$ cat config.mk
export PLATFORM = sky130hd
export DESIGN_NAME = ps2_kbd_rx
export DESIGN_NICKNAME = d
export VERILOG_FILES = /design/src/rtl/ps2_pkg.sv /design/src/rtl/ps2_line_filter.sv /design/src/rtl/ps2_kbd_rx.sv
export SDC_FILE = /design/constraint.sdc
export NUM_CORES = 1
export LEC_CHECK = 0
export CORE_ASPECT_RATIO = 1.4
export CORE_MARGIN = 8
export CORE_UTILIZATION = 44
export DETAILED_ROUTE_END_ITERATION = 10
export GPL_TIMING_DRIVEN = 0
export PLACE_DENSITY = 0.6
export RECOVER_POWER = 100
export SLEW_MARGIN = 20
export SYNTH_ARGS = -nofsm -noshare
export SYNTH_HDL_FRONTEND = slang
export SYNTH_SLANG_ARGS = --single-unit
$ cat constraint.sdc
create_clock -name clk -period 2.1 [get_ports clk]
set_input_delay 0.21 -clock clk [delete_from_list [all_inputs] [get_ports clk]]
set_output_delay 0.21 -clock clk [all_outputs]
set_load 0.01 [all_outputs]
$ cat src/rtl/ps2_pkg.sv
// Shared definitions for the PS/2 keyboard receiver: frame FSM states,
// scancode prefix bytes and the parity helper.
package ps2_pkg;

    typedef enum logic [1:0] {
        ST_IDLE,
        ST_DATA,
        ST_PARITY,
        ST_STOP
    } ps2_state_e;

    localparam logic [7:0] PS2_PFX_EXT = 8'hE0;
    localparam logic [7:0] PS2_PFX_REL = 8'hF0;

    // PS/2 frames carry odd parity: data bits plus parity bit hold an odd count of ones.
    function automatic logic odd_parity_ok(input logic [7:0] data, input logic par);
        return ^{data, par};
    endfunction

endpackage

$ cat src/rtl/ps2_line_filter.sv
// Two-flop synchronizer followed by a level filter: the output follows the
// synchronized line only after FILTER_LEN consecutive cycles at the new level.
module ps2_line_filter #(
    parameter int FILTER_LEN = 8
) (
    input  logic clk,
    input  logic rst,
    input  logic line_i,
    output logic level_o
);

    localparam int CNT_W = $clog2(FILTER_LEN + 1);

    logic             meta_q;
    logic             sync_q;
    logic             level_q;
    logic             level_d;
    logic [CNT_W-1:0] cnt_q;
    logic [CNT_W-1:0] cnt_d;

    // NOTE: every variable gets a default first so no path through this block infers a latch.
    always_comb begin
        level_d = level_q;
        cnt_d   = '0;
        if (sync_q != level_q) begin
            if (cnt_q == CNT_W'(FILTER_LEN - 1)) begin
                level_d = sync_q;
            end else begin
                cnt_d = cnt_q + CNT_W'(1);
            end
        end
    end

    // NOTE: sequential state uses non-blocking assignments so all flops update from pre-edge values.
    always_ff @(posedge clk) begin
        if (rst) begin
            meta_q  <= 1'b1;
            sync_q  <= 1'b1;
            level_q <= 1'b1;
            cnt_q   <= '0;
        end else begin
            meta_q  <= line_i;
            sync_q  <= meta_q;
            level_q <= level_d;
            cnt_q   <= cnt_d;
        end
    end

    assign level_o = level_q;

endmodule

$ cat src/rtl/ps2_kbd_rx.sv
// PS/2 keyboard receiver: filters both lines, deframes 11-bit frames and
// folds E0/F0 prefixes into flags delivered alongside the final scancode.
module ps2_kbd_rx
    import ps2_pkg::*;
#(
    parameter int FILTER_LEN  = 8,
    parameter int TIMEOUT_CYC = 48000
) (
    input  logic       clk,
    input  logic       rst,
    input  logic       kbd_clk,
    input  logic       kbd_data,
    output logic [7:0] kbd_key,
    output logic       kbd_key_valid,
    output logic       kbd_extended,
    output logic       kbd_released,
    output logic       frame_err
);

    localparam int TMO_W = $clog2(TIMEOUT_CYC + 1);

    logic clk_f;
    logic data_f;

    ps2_line_filter #(.FILTER_LEN(FILTER_LEN)) u_clk_filter (
        .clk     (clk),
        .rst     (rst),
        .line_i  (kbd_clk),
        .level_o (clk_f)
    );

    ps2_line_filter #(.FILTER_LEN(FILTER_LEN)) u_data_filter (
        .clk     (clk),
        .rst     (rst),
        .line_i  (kbd_data),
        .level_o (data_f)
    );

    ps2_state_e       state_q,    state_d;
    logic [2:0]       bit_cnt_q,  bit_cnt_d;
    logic [7:0]       shift_q,    shift_d;
    logic             par_ok_q,   par_ok_d;
    logic [TMO_W-1:0] tmo_q,      tmo_d;
    logic             ext_pend_q, ext_pend_d;
    logic             rel_pend_q, rel_pend_d;
    logic [7:0]       key_q,      key_d;
    logic             ext_q,      ext_d;
    logic             rel_q,      rel_d;
    logic             valid_q,    valid_d;
    logic             err_q,      err_d;
    logic             clk_prev_q;

    logic sample;
    logic timeout;

    assign sample  = clk_prev_q & ~clk_f;
    assign timeout = (state_q != ST_IDLE) && (tmo_q == TMO_W'(TIMEOUT_CYC - 1));

    always_comb begin
        state_d    = state_q;
        bit_cnt_d  = bit_cnt_q;
        shift_d    = shift_q;
        par_ok_d   = par_ok_q;
        tmo_d      = '0;
        ext_pend_d = ext_pend_q;
        rel_pend_d = rel_pend_q;
        key_d      = key_q;
        ext_d      = ext_q;
        rel_d      = rel_q;
        valid_d    = 1'b0;
        err_d      = 1'b0;

        if (state_q != ST_IDLE && !sample) begin
            tmo_d = tmo_q + TMO_W'(1);
        end

        // A stalled frame wins over a coincident sample event.
        if (timeout) begin
            state_d    = ST_IDLE;
            tmo_d      = '0;
            err_d      = 1'b1;
            ext_pend_d = 1'b0;
            rel_pend_d = 1'b0;
        end else if (sample) begin
            case (state_q)
                ST_IDLE: begin
                    if (!data_f) begin
                        state_d   = ST_DATA;
                        bit_cnt_d = '0;
                    end
                end
                ST_DATA: begin
                    shift_d = {data_f, shift_q[7:1]};
                    if (bit_cnt_q == 3'd7) begin
                        state_d = ST_PARITY;
                    end else begin
                        bit_cnt_d = bit_cnt_q + 3'd1;
                    end
                end
                ST_PARITY: begin
                    par_ok_d = odd_parity_ok(shift_q, data_f);
                    state_d  = ST_STOP;
                end
                ST_STOP: begin
                    state_d = ST_IDLE;
                    if (data_f && par_ok_q) begin
                        if (shift_q == PS2_PFX_EXT) begin
                            ext_pend_d = 1'b1;
                        end else if (shift_q == PS2_PFX_REL) begin
                            rel_pend_d = 1'b1;
                        end else begin
                            key_d      = shift_q;
                            ext_d      = ext_pend_q;
                            rel_d      = rel_pend_q;
                            valid_d    = 1'b1;
                            ext_pend_d = 1'b0;
                            rel_pend_d = 1'b0;
                        end
                    end else begin
                        err_d      = 1'b1;
                        ext_pend_d = 1'b0;
                        rel_pend_d = 1'b0;
                    end
                end
                default: state_d = ST_IDLE;
            endcase
        end
    end

    always_ff @(posedge clk) begin
        if (rst) begin
            state_q    <= ST_IDLE;
            bit_cnt_q  <= '0;
            shift_q    <= '0;
            par_ok_q   <= 1'b0;
            tmo_q      <= '0;
            ext_pend_q <= 1'b0;
            rel_pend_q <= 1'b0;
            key_q      <= '0;
            ext_q      <= 1'b0;
            rel_q      <= 1'b0;
            valid_q    <= 1'b0;
            err_q      <= 1'b0;
            clk_prev_q <= 1'b1;
        end else begin
            state_q    <= state_d;
            bit_cnt_q  <= bit_cnt_d;
            shift_q    <= shift_d;
            par_ok_q   <= par_ok_d;
            tmo_q      <= tmo_d;
            ext_pend_q <= ext_pend_d;
            rel_pend_q <= rel_pend_d;
            key_q      <= key_d;
            ext_q      <= ext_d;
            rel_q      <= rel_d;
            valid_q    <= valid_d;
            err_q      <= err_d;
            clk_prev_q <= clk_f;
        end
    end

    assign kbd_key       = key_q;
    assign kbd_key_valid = valid_q;
    assign kbd_extended  = ext_q;
    assign kbd_released  = rel_q;
    assign frame_err     = err_q;

endmodule

==> run_results.csv <==
group,metric,value,unit
pwr,vdd.ir_drop.worst,0.395,mV
pwr,power.density,665,nW/µm²
clock_tree,htreeDepth,3,
clock_tree,clk_pin_slew_worst_paths,70,ps
layout,layout_common_cells,"dfxtp_1 (57), nor2_1 (27), nand3_1 (26), a21oi_1 (23), o21ai_0 (22)",
route,wl_per_cell,13.9,µm
layout,fin_nets,334,
sta,hold_viol_final,0,
global_routing,grt_max_degree,12,
route,detail-route-antenna-nets,0,
global_routing,grt_pass1_vias,2117,
synth,ys_seq_area_share,45.3,%
sta,worst_slack,50.3,ps
die,num_rows,33,
layout,fin_cells,396,
worst_setup_path,cp_cell_sequence,"inv_2 > ha_4 > or4b_4 > or4_4 > buf_6 > a21oi_2 > nor3_1",
run_status,status,"finished, final reports clean",
synth,synth_edf_count,0,
clock_tree,cts_sinks,59,
pwr,finalPower,0.00211,W
worst_setup_path,worstPathMaxFanout,6,
placement,placed_cell_area,2850,µm²
route,via_per_inst,5.37,
placement,port_buffers,15,
die,core,5780,µm²
synth,syn_area_per_cell,9.05,µm²
synth,yosysWarningCount,0,
synth,ys.flop_type,"dfxtp_1",
sta,worstMarginPinSlew,705,ps
worst_setup_path,critPathMaxStageDelay,510,ps
route,drt_pass1_iterations,5,
die,die_area,8680,µm²
route,totalWireLength,5520,µm
global_routing,grt.total_usage,14.1,%
layout,final_common_cell,"dfxtp_1",
sta,final.setup_skew,13.7,ps
synth,synth_cell_type_count,46,
global_routing,grt_pass1_wl,9580,µm
die,initial_utilization,45.1,%
sta,whs,413,ps
synth,ys_ff_latch,59,
route,drt_iter0_drc,109,
die,fp.dieW,81.0,µm
clock_tree,worstSkewPairLatency,350,ps
flow_run,maxCapViolations,0,
synth,netlist_area,2610,µm²
synth,syn_inst,288,
layout,syn2layout_area_growth,21.6,%
worst_setup_path,crit_slowest_cell,"or4_4",
worst_setup_path,arrival,2270,ps
synth,syn_nets,301,
sta,rsz0062_at_grt,"true",
worst_setup_path,crit_path_start_kind,"flop",
hold_path,hp-class,"reg2reg",
layout,fill_cells,557,
clock_tree,tritoncts,"built",
route,num_vias,2125,
worst_setup_path,critical_path.endpoint_type,"flop",
sta,period_share,97.6,%
worst_setup_path,worstSetupPathType,"reg2reg",
layout,design_area,3170,µm²
clock_tree,cts_buffers,9,
placement,hpwl,3900,µm
layout,n_antenna_cell,0,
clock_tree,cts-root-buf,"clkbuf_8",
placement,place_congestion,0.771,
pwr,leakagePower,1.14,nW
sta,slew_headroom,52.4,%
clock_tree,clock_path_buffers,2,
die,floorplan.die.height,107,µm
placement,pre_cts_slack,-345,ps
route,drc,0,
worst_setup_path,worstPathRequired,2320,ps
placement,dpl.cell_count,373,
synth,postSynth.asyncResetShare,0,%
global_routing,overflow,0,
global_routing,antenna_found_initial,0,
sta,max_freq,488,MHz
sta,finalCriticalPeriod,2050,ps
sta,setup_viol,0,
die,io-pin-count,16,
layout,drive_above_1_share,14.7,%
sta,slew_violations,0,
area by class of cell:
cell class	count	area [µm²]	area share, %
multi-input cells	208	1370	43.2
repair buffers	22	224	7.07
clock inverters	5	37.5	1.18
well taps	70	87.6	2.76
inverters	8	30.0	0.948
flip-flops and latches	59	1190	37.4
clock buffers	11	151	4.78
plain buffers	13	83.8	2.65
repair_timing:
action / 4_1_cts / 5_1_grt
setup endpoints to repair: 38 / 34
setup buffers: 1 / 4
hold buffers: 0 / 0
pin swaps: 2 / 1
resized for setup: 8 / 9
cloned: 1 / 1
cells by family (layout without fill, tap and decap cells):
family	count (synthesis)	after routing	share of synthesized area (%)
AO/OA/AOI/OAI	59	59	12.8
XOR/XNOR	22	22	8.45
flip-flops	59	59	45.3
adder cells (fa/ha/maj)	9	9	4.32
buffers and inverters	21	59	3.89
multiplexers	1	1	0.384
AND/OR/NAND/NOR	117	117	24.9
where the power goes:
part	total (W)	switching [W]	leakage, nW	internal (W)
Combinational	0.0000272	0.0000162	0.574	0.0000110
Clock	0.000956	0.000463	0.0915	0.000493
Sequential	0.00112	0.00000238	0.478	0.00112
Total	0.00211	0.000482	1.14	0.00163
sequential cells by signal, summed over array words and instances (netlist names), 2 cells and up:
signal and count:
bit_cnt_q 3, kbd_key 8, shift_q 8, state_q 2, tmo_q 16, u_clk_filter.cnt_q 4
u_data_filter.cnt_q 4
per-layer routing:
layer / vias to the layer above / share of wire (%) / GRT usage (%)
met1: 995 / 42 / 14.8
met2: 24 / 52 / 24.2
li1: 1094 / - / -
met4: 0 / 2.5 / 9.23
met3: 12 / 3.7 / 3.43
met5: - / 0 / 0
worst max-delay path, delay by kind of cell, from the launching register on:
kind | cells | cell delay [ps]
simple gates | 3 | 1070
flops | 1 | 360
buf+inv | 2 | 220
fa+ha+maj | 1 | 160
compound gates | 1 | 110
synthesized netlist by cell type (2+ instances only):
cell type  number  share of area [%]
nor4_1          4               0.96
or3_1           6                1.4
nand2_1        12                1.7
nand2b_1        2               0.48
and3_1          2               0.48
xnor3_1         2                1.7
xnor2_1        12                4.0
and4_1          2               0.67
a21oi_1        25                4.8
buf_2           2               0.38
and2_1          2               0.48
or2_2           6                1.4
clkbuf_1        6               0.86
dfxtp_1        59                 45
nand4b_1        2               0.67
nor2_1         27                3.9
a211o_1         4                1.3
nor3_1          5               0.96
nand3_1        26                5.0
or4_1           2               0.58
nand4_1         7                1.7
inv_1           8                1.2
a211oi_1        2               0.58
buf_6           2               0.86
or4b_1          2               0.77
ha_1            9                4.3
nor2b_1         3               0.72
xor2_1          8                2.7
o21ai_0        22                4.2
per-stage QoR:
stage	setup TNS (ps)	util (%)
6_report	0	54.8
5_1_grt	-12.5	54.8
4_1_cts	0	53.3
3_5_place_dp	-8400	49.3
3_3_place_gp	-7810	49.3
2_1_floorplan	0	-
worst paths after layout:
check,start,slack (ps),cells after the start,to
worst min register to register,u_clk_filter.meta_q,410,1,u_clk_filter.sync_q
worst max register to register,state_q[1],50,7,kbd_key[7]
worst min-delay path,u_clk_filter.meta_q,410,1,u_clk_filter.sync_q
worst max-delay path,state_q[1],50,7,kbd_key[7]
Power figures use the tool's default switching activity.
